## src/rtl/sd_block_server.sv

```systemverilog
// rtl/sd_block_server.sv - virtual-disk sector responder moving 512-byte sectors to/from a byte-wide memory port
module sd_block_server #(
   parameter int VDNUM     = 3,
   parameter int ACK_DELAY = 4
) (
   input  logic                 clk_sys,
   input  logic                 reset,
   input  logic [32*VDNUM-1:0]  sd_lba,
   input  logic [VDNUM-1:0]     sd_rd,
   input  logic [VDNUM-1:0]     sd_wr,
   output logic [VDNUM-1:0]     sd_ack,
   output logic [8:0]           sd_buff_addr,
   output logic [7:0]           sd_buff_dout,
   input  logic [8*VDNUM-1:0]   sd_buff_din,
   output logic                 sd_buff_wr,
   output logic [31:0]          mem_addr,
   output logic [1:0]           mem_drive,
   output logic                 mem_rd,
   output logic                 mem_wr,
   output logic [7:0]           mem_din,
   input  logic [7:0]           mem_dout,
   input  logic                 mem_ready,
   output logic                 busy
);

   typedef enum logic [2:0] {
      IDLE, WAIT, RD_REQ, RD_PUT, WR_ADDR, WR_CAP, WR_MEM, DONE
   } state_t;

   state_t             state, state_n;
   logic [1:0]         drive, drive_n;
   logic [22:0]        lba, lba_n;
   logic               is_wr, is_wr_n;
   logic [8:0]         idx, idx_n;
   logic [7:0]         cnt, cnt_n;

   logic [VDNUM-1:0]   ack_n;
   logic [8:0]         buff_addr_n;
   logic [7:0]         buff_dout_n;
   logic               buff_wr_n;
   logic [31:0]        mem_addr_n;
   logic [1:0]         mem_drive_n;
   logic               mem_rd_n, mem_wr_n, busy_n;
   logic [7:0]         mem_din_n;

   logic               found, sel_rd;
   logic [1:0]         sel;
   logic [22:0]        sel_lba;
   logic [7:0]         din_sel;
   logic               unused_lba;

   // Request arbitration (lowest index wins) and write-data slot selection
   always_comb begin
      found      = 1'b0;
      sel        = 2'd0;
      sel_lba    = 23'd0;
      sel_rd     = 1'b0;
      din_sel    = 8'd0;
      unused_lba = 1'b0;
      for (int d = VDNUM - 1; d >= 0; d--) begin
         unused_lba = unused_lba ^ (^sd_lba[32*d+23 +: 9]);
         if (sd_rd[d] | sd_wr[d]) begin
            found   = 1'b1;
            sel     = 2'(d);
            sel_lba = sd_lba[32*d +: 23];
            sel_rd  = sd_rd[d];
         end
      end
      for (int d = 0; d < VDNUM; d++) begin
         if (drive == 2'(d)) din_sel = sd_buff_din[8*d +: 8];
      end
   end

   // Next-state and next-output logic; every output is registered from these values
   always_comb begin
      state_n     = state;
      drive_n     = drive;
      lba_n       = lba;
      is_wr_n     = is_wr;
      idx_n       = idx;
      cnt_n       = cnt;
      ack_n       = sd_ack;
      buff_addr_n = sd_buff_addr;
      buff_dout_n = sd_buff_dout;
      buff_wr_n   = 1'b0;
      mem_addr_n  = mem_addr;
      mem_drive_n = mem_drive;
      mem_rd_n    = mem_rd;
      mem_wr_n    = mem_wr;
      mem_din_n   = mem_din;
      case (state)
         IDLE: begin
            if (found) begin
               drive_n     = sel;
               mem_drive_n = sel;
               lba_n       = sel_lba;
               is_wr_n     = ~sel_rd;
               idx_n       = 9'd0;
               cnt_n       = 8'd0;
               state_n     = WAIT;
            end
         end
         WAIT: begin
            if (cnt == 8'(ACK_DELAY - 1)) begin
               for (int d = 0; d < VDNUM; d++) ack_n[d] = (drive == 2'(d));
               if (is_wr) begin
                  buff_addr_n = idx;
                  state_n     = WR_ADDR;
               end else begin
                  mem_rd_n   = 1'b1;
                  mem_addr_n = {lba, idx};
                  state_n    = RD_REQ;
               end
            end else begin
               cnt_n = cnt + 8'd1;
            end
         end
         RD_REQ: begin
            if (mem_ready) begin
               mem_rd_n    = 1'b0;
               buff_dout_n = mem_dout;
               buff_addr_n = idx;
               buff_wr_n   = 1'b1;
               state_n     = RD_PUT;
            end
         end
         RD_PUT: begin
            if (idx == 9'd511) begin
               ack_n   = '0;
               state_n = DONE;
            end else begin
               idx_n      = idx + 9'd1;
               mem_rd_n   = 1'b1;
               mem_addr_n = {lba, idx + 9'd1};
               state_n    = RD_REQ;
            end
         end
         WR_ADDR: state_n = WR_CAP;
         WR_CAP: begin
            // requester buffer data for the address presented last cycle is valid now
            mem_din_n  = din_sel;
            mem_wr_n   = 1'b1;
            mem_addr_n = {lba, idx};
            state_n    = WR_MEM;
         end
         WR_MEM: begin
            if (mem_ready) begin
               mem_wr_n = 1'b0;
               if (idx == 9'd511) begin
                  ack_n   = '0;
                  state_n = DONE;
               end else begin
                  idx_n       = idx + 9'd1;
                  buff_addr_n = idx + 9'd1;
                  state_n     = WR_ADDR;
               end
            end
         end
         DONE: begin
            ack_n   = '0;
            state_n = IDLE;
         end
         default: state_n = IDLE;
      endcase
      busy_n = (state_n != IDLE);
   end

   // State and output registers with synchronous reset that abandons any transfer
   always_ff @(posedge clk_sys) begin
      if (reset) begin
         state        <= IDLE;
         drive        <= 2'd0;
         lba          <= 23'd0;
         is_wr        <= 1'b0;
         idx          <= 9'd0;
         cnt          <= 8'd0;
         sd_ack       <= '0;
         sd_buff_addr <= 9'd0;
         sd_buff_dout <= 8'd0;
         sd_buff_wr   <= 1'b0;
         mem_addr     <= 32'd0;
         mem_drive    <= 2'd0;
         mem_rd       <= 1'b0;
         mem_wr       <= 1'b0;
         mem_din      <= 8'd0;
         busy         <= 1'b0;
      end else begin
         state        <= state_n;
         drive        <= drive_n;
         lba          <= lba_n;
         is_wr        <= is_wr_n;
         idx          <= idx_n;
         cnt          <= cnt_n;
         sd_ack       <= ack_n;
         sd_buff_addr <= buff_addr_n;
         sd_buff_dout <= buff_dout_n;
         sd_buff_wr   <= buff_wr_n;
         mem_addr     <= mem_addr_n;
         mem_drive    <= mem_drive_n;
         mem_rd       <= mem_rd_n;
         mem_wr       <= mem_wr_n;
         mem_din      <= mem_din_n;
         busy         <= busy_n;
      end
   end

endmodule

```

## config.mk

```make
export PLATFORM = sky130hd
export DESIGN_NAME = sd_block_server
export DESIGN_NICKNAME = d
export VERILOG_FILES = /design/src/rtl/sd_block_server.sv
export SDC_FILE = /design/constraint.sdc
export NUM_CORES = 1
export LEC_CHECK = 0
export BUFFER_PORTS_ARGS = -buffer_cell sky130_fd_sc_hd__buf_4
export CELL_PAD_IN_SITES_DETAIL_PLACEMENT = 1
export CELL_PAD_IN_SITES_GLOBAL_PLACEMENT = 1
export CORE_MARGIN = 10
export CORE_UTILIZATION = 31
export CTS_CLUSTER_SIZE = 8
export DETAILED_ROUTE_END_ITERATION = 7
export PLACE_DENSITY = 0.71
export SKIP_LAST_GASP = 1
export SLEW_MARGIN = 0
export SYNTH_ARGS = -nofsm -noshare
export SYNTH_HDL_FRONTEND = slang
export SYNTH_SLANG_ARGS = --single-unit
```

## constraint.sdc

```tcl
create_clock -name clk_sys -period 2.47 [get_ports clk_sys]
set_input_delay 0.494 -clock clk_sys [delete_from_list [all_inputs] [get_ports clk_sys]]
set_output_delay 0.494 -clock clk_sys [all_outputs]
set_load 0.05 [all_outputs]
```

==> results of run 1 <==
## cells by family (layout without fill, tap and decap cells)
kind of cell | count (synthesis) | after routing | synth area share, %
buffers and inverters | 52 | 223 | 4.89
multiplexers | 41 | 41 | 8.23
adder cells (fa/ha/maj) | 3 | 3 | 0.753
AO/OA/AOI/OAI | 118 | 118 | 18.6
XOR/XNOR | 20 | 20 | 3.51
flip-flops | 110 | 110 | 44.2
AND/OR/NAND/NOR | 215 | 215 | 19.8
## worst paths after layout
path | startpoint | endpoint | cells past startpoint
worst min register to register | sd_buff_dout[1] | sd_buff_dout[1] | 2
worst min-delay path | mem_dout[1] | sd_buff_dout[1] | 3
worst max register to register | idx[0] | sd_buff_addr[5] | 11
worst max-delay path | idx[0] | sd_buff_addr[5] | 11
## per-stage QoR
stage          instances  setup TNS, ns  util [%]  worst slack, ns
2_1_floorplan        559              0         -          0.00587
3_3_place_gp         928              0      41.7           0.0595
3_5_place_dp         928        -0.0632      41.7          -0.0597
4_1_cts              944              0      43.7           0.0799
5_1_grt              946              0      44.0           0.0157
6_report             946              0      44.0            0.174
## cell usage after synthesis (6+ instances only)
cell and count:
sky130_fd_sc_hd__a211oi_1 47, sky130_fd_sc_hd__a21oi_1 19, sky130_fd_sc_hd__a222oi_1 22, sky130_fd_sc_hd__a22oi_1 6
sky130_fd_sc_hd__a311oi_1 7, sky130_fd_sc_hd__buf_2 12, sky130_fd_sc_hd__clkbuf_1 26, sky130_fd_sc_hd__dfxtp_1 110
sky130_fd_sc_hd__inv_1 6, sky130_fd_sc_hd__mux2i_1 41, sky130_fd_sc_hd__nand2_1 34, sky130_fd_sc_hd__nand2b_1 6
sky130_fd_sc_hd__nand3_1 7, sky130_fd_sc_hd__nand4_1 7, sky130_fd_sc_hd__nor2_1 120, sky130_fd_sc_hd__nor3_1 11
sky130_fd_sc_hd__xnor2_1 12, sky130_fd_sc_hd__xor2_1 8
## power groups by stage
stage / registers (mW) / clock network (mW) / logic [mW]
after global routing: 1.87 / 1.66 / 0.522
after floorplan: 1.94 / 0 / 0.214
final: 1.86 / 1.53 / 0.477
after detailed placement: 1.90 / 0 / 0.477
after global placement: 1.90 / 0 / 0.464
after CTS: 1.86 / 1.59 / 0.478
## flip-flops by register name, indices dropped and copies added, names as in the netlist
name	count
sd_buff_dout	8
is_wr	1
cnt	8
drive	2
mem_din	8
mem_rd	1
sd_ack	3
sd_buff_addr	9
busy	1
mem_wr	1
lba	23
state	3
mem_addr	32
idx	9
sd_buff_wr	1
## layer usage
layer  vias up  wire [µm]
li1       2351          -
met1      2285       6830
met2       140       8120
met3        19       1220
met4         0        384
met5         -          0
## area by class of cell
type | instances | share of cell area, %
well taps | 216 | 3.88
multi-input cells | 397 | 37.0
clock inverters | 7 | 1.28
clock buffers | 9 | 3.24
repair buffers | 201 | 22.6
inverters | 6 | 0.324
flip-flops and latches | 110 | 31.6
## tightest hold or removal path, delay by kind of cell
kind	cells	cell delay, ns
AO/OA/AOI/OAI	1	0.05
buffers and inverters	1	0.11
AND/OR/NAND/NOR	1	0.05
## what timing repair did
action / 4_1_cts / 5_1_grt
setup endpoints to repair: 0 / 16
gates resized for setup: 0 / 4
buffers inserted: 0 / 1
hold endpoints to repair: 0 / 0
hold buffers: 0 / 0
==> summary by stage, run 1 <==
Global routing
The number of global-route vias before repair came to 5226. Global routing consumed, on the met3 layer, 5.07% of the routing resources. The global routing's busiest layer is met2. The largest net degree at the start of global routing is 62.

The total congestion overflow after global routing is 0. The number of antenna violations at the first check in global routing is 0. Global routing used 15.0% of the available tracks.

The fraction of met1 tracks used by global routing is 16.7%. The first global-routing pass estimated 26700 µm of wire. In the global route stage, met2 resource usage came out at 25.7%.

Clock network
The H-tree was split into 3 levels. The clock insertion delay at the later pin of the skew report is 0.36 ns. The clock-pin slew on the worst setup and hold paths is 0.08 ns. The number of sinks driven by the clock tree is 110. The clock buffer count from CTS is 9. The tree is rooted in a sky130_fd_sc_hd__clkbuf_16. The clock passes through at most 2 buffers. TritonCTS built the clock tree.

Detailed routing
The pre-antenna-repair detailed-routing pass consisted of 8 iterations. Using the TritonRoute via totals, the vias-per-cell ratio works out to 5.07. For this block, the initial DRC count from the detailed router was 256. The total vias in the final route is 4795.

The total DRC errors in the routed layout is 0. The number of antenna-violating nets in the routed design is 0. Summed over all layers, the routed wires come to 16600 µm.

After detailed routing, the average wire length per cell comes to 17.5 µm.

Pwr
The worst vdd rail ir drop is 352 µV. The sequential cell fraction of total power is 48.1%. The share of total power dissipated in the clock network is 39.6%. The internal portion of the total power is 2.87 mW. The completed layout was analyzed and its total power is 3.87 mW. Summed over all cells, the static leakage comes to 2.79 nW. Net switching is 25.8% of the power. The share of power burned in combinational logic is 12.3%. The reported net switching power is 0.998 mW. For this design the ratio of total power to cell area is 556 nW/µm².

Logic synthesis
Counting every instance in the synthesized netlist gives 559. The synthesized area per cell is 8.92 µm². The flop and latch count out of synthesis is 110.

After synthesis, flip-flops and latches occupy 44.2% of the total area. For this run, the leading register cell type out of synthesis is sky130_fd_sc_hd__dfxtp_1. Summing every instance area after synthesis gives 4980 µm².

Of the post-synthesis cell area, the dominant cell type holds 44.2%. The unique cell type count in the Yosys netlist is 50. The largest total area in the synthesized netlist belongs to sky130_fd_sc_hd__dfxtp_1. Yosys mapped a number of flops with a built-in enable equal to 0.

In the post-synthesis netlist, the biggest area contributors are sky130_fd_sc_hd__dfxtp_1 44%, sky130_fd_sc_hd__nor2_1 9.0%, sky130_fd_sc_hd__mux2i_1 8.2%. The Yosys step of the flow raised 0 warnings. The synthesized net count is 699. In the synthesized netlist the async set-or-reset flop fraction comes to 0%.

Timing
Setup violations remaining at the end of the flow were counted as 0. The slew at the pin with the worst max-slew slack is 1.18 ns. Derived from the worst setup path, the maximum achievable clock frequency is 436 MHz. Counting I/O delays and the setup requirement, the final critical path takes 2.30 ns.

The clock arrives with 0.00805 ns of skew. The final count of pins violating max slew is 0. The relative slew slack is 20.6%. Of the available clock period, the critical path in the final layout requires 93.0%.

Setup repair after global routing left no endpoint under its margin. The number of hold violations in the final report is 0. Across all hold checks on the routed design, the worst slack comes to 0.386 ns.

Floorplan
The die boundary width is 147 µm. The floorplan row count is 46. For this configuration, the core starts out at a cell density of 31.5%. The core box area is 15800 µm². 203 I/O pins were placed. The die area is 21600 µm². The height of the chip is 147 µm.

Critical path
The critical path required time is 2.68 ns. In this run the worst path has a maximum fanout of 9. The worst setup path is captured at a flop. The cell seen most often among critical-path stages is sky130_fd_sc_hd__ha_2. The slowest cell on the critical path is sky130_fd_sc_hd__a211oi_4.

Walking the worst path, the cells encountered are ha_2 > nand4_1 > inv_1 > and3_1 > ha_2 > nor2b_2 > o211ai_1 > a211oi_4 > buf_4 > clkbuf_16 > a211oi_1. The critical setup path kind is reg2reg. The delay contributed by the slowest stage of the critical path is 0.34 ns.

The buffers plus inverters on the worst setup path is 3. The minimum setup slack among reg-to-reg paths is 0.17 ns. STA classifies the critical path startpoint as a flop. The critical path's top delay family is compound AO/OA/AOI/OAI gates.

The data arrival at the endpoint of the critical path is 2.51 ns.

Hold path
The class of the most critical hold timing path is in2reg.

Layout
The most common cell after layout, fill and taps aside is sky130_fd_sc_hd__buf_4. The final design area excluding fillers is 6960 µm². The fraction of final layout cells sized beyond drive strength 1 is 32.2%. The area added between synthesis and finish is 39.7%. Summing all multi-input logic gate instances after layout gives 2580 µm². The layout has 1894 filler cells. In the final layout, flip-flops and latches occupy 2200 µm². The final net count is 865. The top cell types in the final layout, fill and taps aside, are 196 x sky130_fd_sc_hd__buf_4, 120 x sky130_fd_sc_hd__nor2_1, 110 x sky130_fd_sc_hd__dfxtp_1, 47 x sky130_fd_sc_hd__a211oi_1, 41 x sky130_fd_sc_hd__mux2i_1. 0 antenna diodes ended up in the layout.

Place
The count of buffers added on input and output ports is 175. After legalization and detailed placement, the total HPWL measured 12700 µm. The placer's final routability congestion estimate is 0.843. Once placement finished, the instance area stood at 6600 µm².

Status
The flow ran to the end, and the final reports show no timing, DRC or antenna violations.

Run
Max-cap violations in this run came to 0.
(Power assumes the default switching activity.)
==> run 2: changes to the inputs <==
--- a/config.mk
+++ b/config.mk
@@ -5,7 +5,7 @@
 export SDC_FILE = /design/constraint.sdc
 export NUM_CORES = 1
 export LEC_CHECK = 0
-export BUFFER_PORTS_ARGS = -buffer_cell sky130_fd_sc_hd__buf_4
+export BUFFER_PORTS_ARGS = -buffer_cell sky130_fd_sc_hd__buf_2
 export CELL_PAD_IN_SITES_DETAIL_PLACEMENT = 1
 export CELL_PAD_IN_SITES_GLOBAL_PLACEMENT = 1
 export CORE_MARGIN = 10
@@ -14,7 +14,7 @@
 export DETAILED_ROUTE_END_ITERATION = 7
 export PLACE_DENSITY = 0.71
 export SKIP_LAST_GASP = 1
-export SLEW_MARGIN = 0
+export SLEW_MARGIN = 10
 export SYNTH_ARGS = -nofsm -noshare
 export SYNTH_HDL_FRONTEND = slang
 export SYNTH_SLANG_ARGS = --single-unit
==> run 2 against run 1 <==
Cell count rose by 0.11%; sequential cell count did not move; largest power group unchanged; fmax is 1.2% lower; register-to-register slack got worse by 0.03 ns; combinational power is 12% lower; routed wire length is 0.45% higher; clock skew rose by 0.0039 ns; setup slack lost 0.028 ns; sequential share of layout area is 2.1 points higher; core utilization decreased by 2.8 points; worst hold slack worse by 0.0060 ns; non-clock buffer count grew 1.
==> summary by stage, run 2 (same netlist as run 1, synthesis figures left out) <==
Status
The flow ran to the end, and the final reports show no timing, DRC or antenna violations.

Clock network
The clock drives 110 sinks. The library cell used as clock root buffer is sky130_fd_sc_hd__clkbuf_16. The buffer levels on the longest clock path is 2. The TritonCTS clock tree is yes. After clock tree synthesis, the clock-pin slew on the worst setup and hold paths is 0.08 ns. The clock insertion delay at the later pin of the skew report is 0.36 ns. Counting the buffers created by CTS gives 9.

The H-tree depth is 3.

Floorplan
The die is 147 µm tall. The die boundary width is 147 µm. The region available for standard cell placement spans 15800 µm². The initial cell density of the core is 31.5%. The die covers 21600 µm². The floorplan has 46 rows.

The boundary pin count is 203.

Pwr
The relative contribution of the clock network to total power is 39.0%. The sequential cell fraction of total power is 49.8%. The reported net switching power is 1.02 mW. The post-route total power is 3.74 mW. Across the VDD grid, the largest voltage drop is 318 µV. Combinational logic is responsible for 11.3% of the overall power. The internal power contribution is 2.72 mW. Of the total power, the share spent switching nets is 27.2%. For this design the ratio of total power to cell area is 573 nW/µm². For this design the static power due to leakage is 2.71 nW.

Place
The cell total after placement is 928. The wire-length estimate of the detail-placed layout is 12700 µm. In this run the tool buffered the top-level ports with 175 buffer cells.

At the end of routability-driven placement, the weighted congestion stood at 0.836.

Detailed routing
For this block, the initial DRC count from the detailed router was 281. The pre-antenna-repair detailed-routing pass consisted of 6 iterations. The via density per instance is 5.08. Detailed routing inserted a total of 4814 vias.

The total DRC errors in the routed layout is 0. The final wirelength is 16600 µm. The number of antenna-violating nets in the routed design is 0.

After detailed routing, the average wire length per cell comes to 17.6 µm.

Timing
Measured against its own limit, the worst slew margin works out to 56.0%. For the pin with the worst max-slew slack, the measured transition is 0.660 ns. The maximum clock rate is 430 MHz. The number of hold violations in the final report is 0. Setup total negative slack on the finished layout was measured at 0 ns. In the finished design, the share of the clock period the worst path needs comes to 94.1%. The final count of pins violating max slew is 0. Setup repair after global routing could not meet its margin everywhere. The final critical-path required period is 2.32 ns.

The final clock skew is 0.0120 ns. Setup violations remaining at the end of the flow were counted as 0.

Layout
The number of flip-flops in the largest register is 32. The final net count is 866. Cells fill 41.2% of the core in the end. The register ranked first by flip-flop count is mem_addr. The area added between synthesis and finish is 30.9%. The top cell types in the final layout, fill and taps aside, are 174 x sky130_fd_sc_hd__buf_2, 120 x sky130_fd_sc_hd__nor2_1, 110 x sky130_fd_sc_hd__dfxtp_1, 47 x sky130_fd_sc_hd__a211oi_1, 41 x sky130_fd_sc_hd__mux2i_1. The count of non-filler cells in the finished layout is 947. The most common cell after layout, fill and taps aside is sky130_fd_sc_hd__buf_2.

The largest registers in the layout are mem_addr: 32 flops, lba: 23 flops. The fraction of final layout cells sized beyond drive strength 1 is 32.1%. The repair_antennas step left the layout with diodes totalling 0.

Hold path
The worst min-delay path startpoint is mem_dout[7]. The class of the most critical hold timing path is in2reg.

Run
The max capacitance violation total is 0.

Critical path
The delay contributed by the slowest stage of the critical path is 0.34 ns. In this run the critical register-to-register path is launched from idx[0]. The critical path required time is 2.68 ns.

The worst setup path is captured at a flop. The kind of start point of the critical path is a flop. Traced cell by cell, the critical path runs through ha_2 > nand4_1 > inv_1 > and3_1 > ha_1 > nor2b_2 > o211ai_1 > a211oi_4 > buf_4 > clkbuf_16 > a211oi_1. The worst setup path startpoint is idx[0].

Along the worst path, the maximum fanout reaches 9. The slowest stage of the critical path is the sky130_fd_sc_hd__a211oi_4 cell. Data on the critical path arrives at its endpoint at 2.53 ns.

The critical setup path kind is reg2reg.

Global routing
The total routing usage reported by global routing is 14.9%. The number of global-route vias before repair was 5344. Entering global routing, the biggest net connects 61 pins. The first global-routing pass estimated 26400 µm of wire. The total congestion overflow after global routing is 0.

The number of antenna violations at the first check in global routing came to 0.
-- run 2: cell types whose count changed in the layout (fill, tap and decap cells not counted), sizes merged --
cell	before	now
clkinv	1	4
bufinv	1	0
buf	200	201
inv	10	9
clkinvlp	1	0
-- run 2: cell type report --
type,instances,area (µm²)
multi-input cells,397,2570
clock buffers,9,225
inverters,6,22.5
repair buffers,202,1150
clock inverters,7,77.6
fillers,1927,9300
flip-flops and latches,110,2200
well taps,216,270
-- run 2: repair_timing --
action                     4_1_cts  5_1_grt
setup endpoints to repair        0       12
setup buffers                    0        1
hold buffers                     0        0
gates resized for setup          0        3
-- run 2: metrics by stage --
| stage | worst slack, ns | area, µm² | hold WS (ns) |
|---|---|---|---|
| global placement | 0.0783 | 6170 | 0.441 |
| detailed placement | -0.0272 | 6170 | 0.455 |
| CTS | 0.0860 | 6470 | 0.367 |
| finish | 0.146 | 6520 | 0.380 |
| floorplan | 0.00587 | 4980 | 0.460 |
| global route | -0.0271 | 6520 | 0.373 |
-- run 2: metal layers --
| layer | share of wire (%) | wire, µm | up-vias | GRT usage [%] |
|---|---|---|---|---|
| met5 | 0 | 0 | - | 0 |
| met4 | 2.2 | 366 | 0 | 5.51 |
| met3 | 6.5 | 1080 | 25 | 4.51 |
| met2 | 50 | 8380 | 141 | 26.7 |
| met1 | 41 | 6820 | 2296 | 16.0 |
| li1 | - | - | 2352 | - |
-- run 2: critical path: cells and delay by family (launching register included) --
| kind | cells | cell delay, ns |
|---|---|---|
| buffers and inverters | 3 | 0.40 |
| adder cells (fa/ha/maj) | 2 | 0.44 |
| AND/OR/NAND/NOR | 3 | 0.46 |
| flip-flops | 1 | 0.32 |
| AO/OA/AOI/OAI | 3 | 0.55 |
-- run 2: path summary, 6_finish.rpt --
kind,endpoint,slack (ns),cells after the start
worst max-delay path,sd_buff_addr[5],0.15,11
worst min-delay path,sd_buff_dout[7],0.38,3
worst max register to register,sd_buff_addr[5],0.15,11
worst min register to register,sd_buff_dout[0],0.46,2
-- run 2: power by group through the flow --
stage | Clock, mW | Combinational [mW] | Sequential [mW]
3_5_place_dp | 0 | 0.420 | 1.90
6_report | 1.46 | 0.422 | 1.86
4_1_cts | 1.50 | 0.421 | 1.86
3_3_place_gp | 0 | 0.406 | 1.90
5_1_grt | 1.57 | 0.467 | 1.87
2_1_floorplan | 0 | 0.214 | 1.94
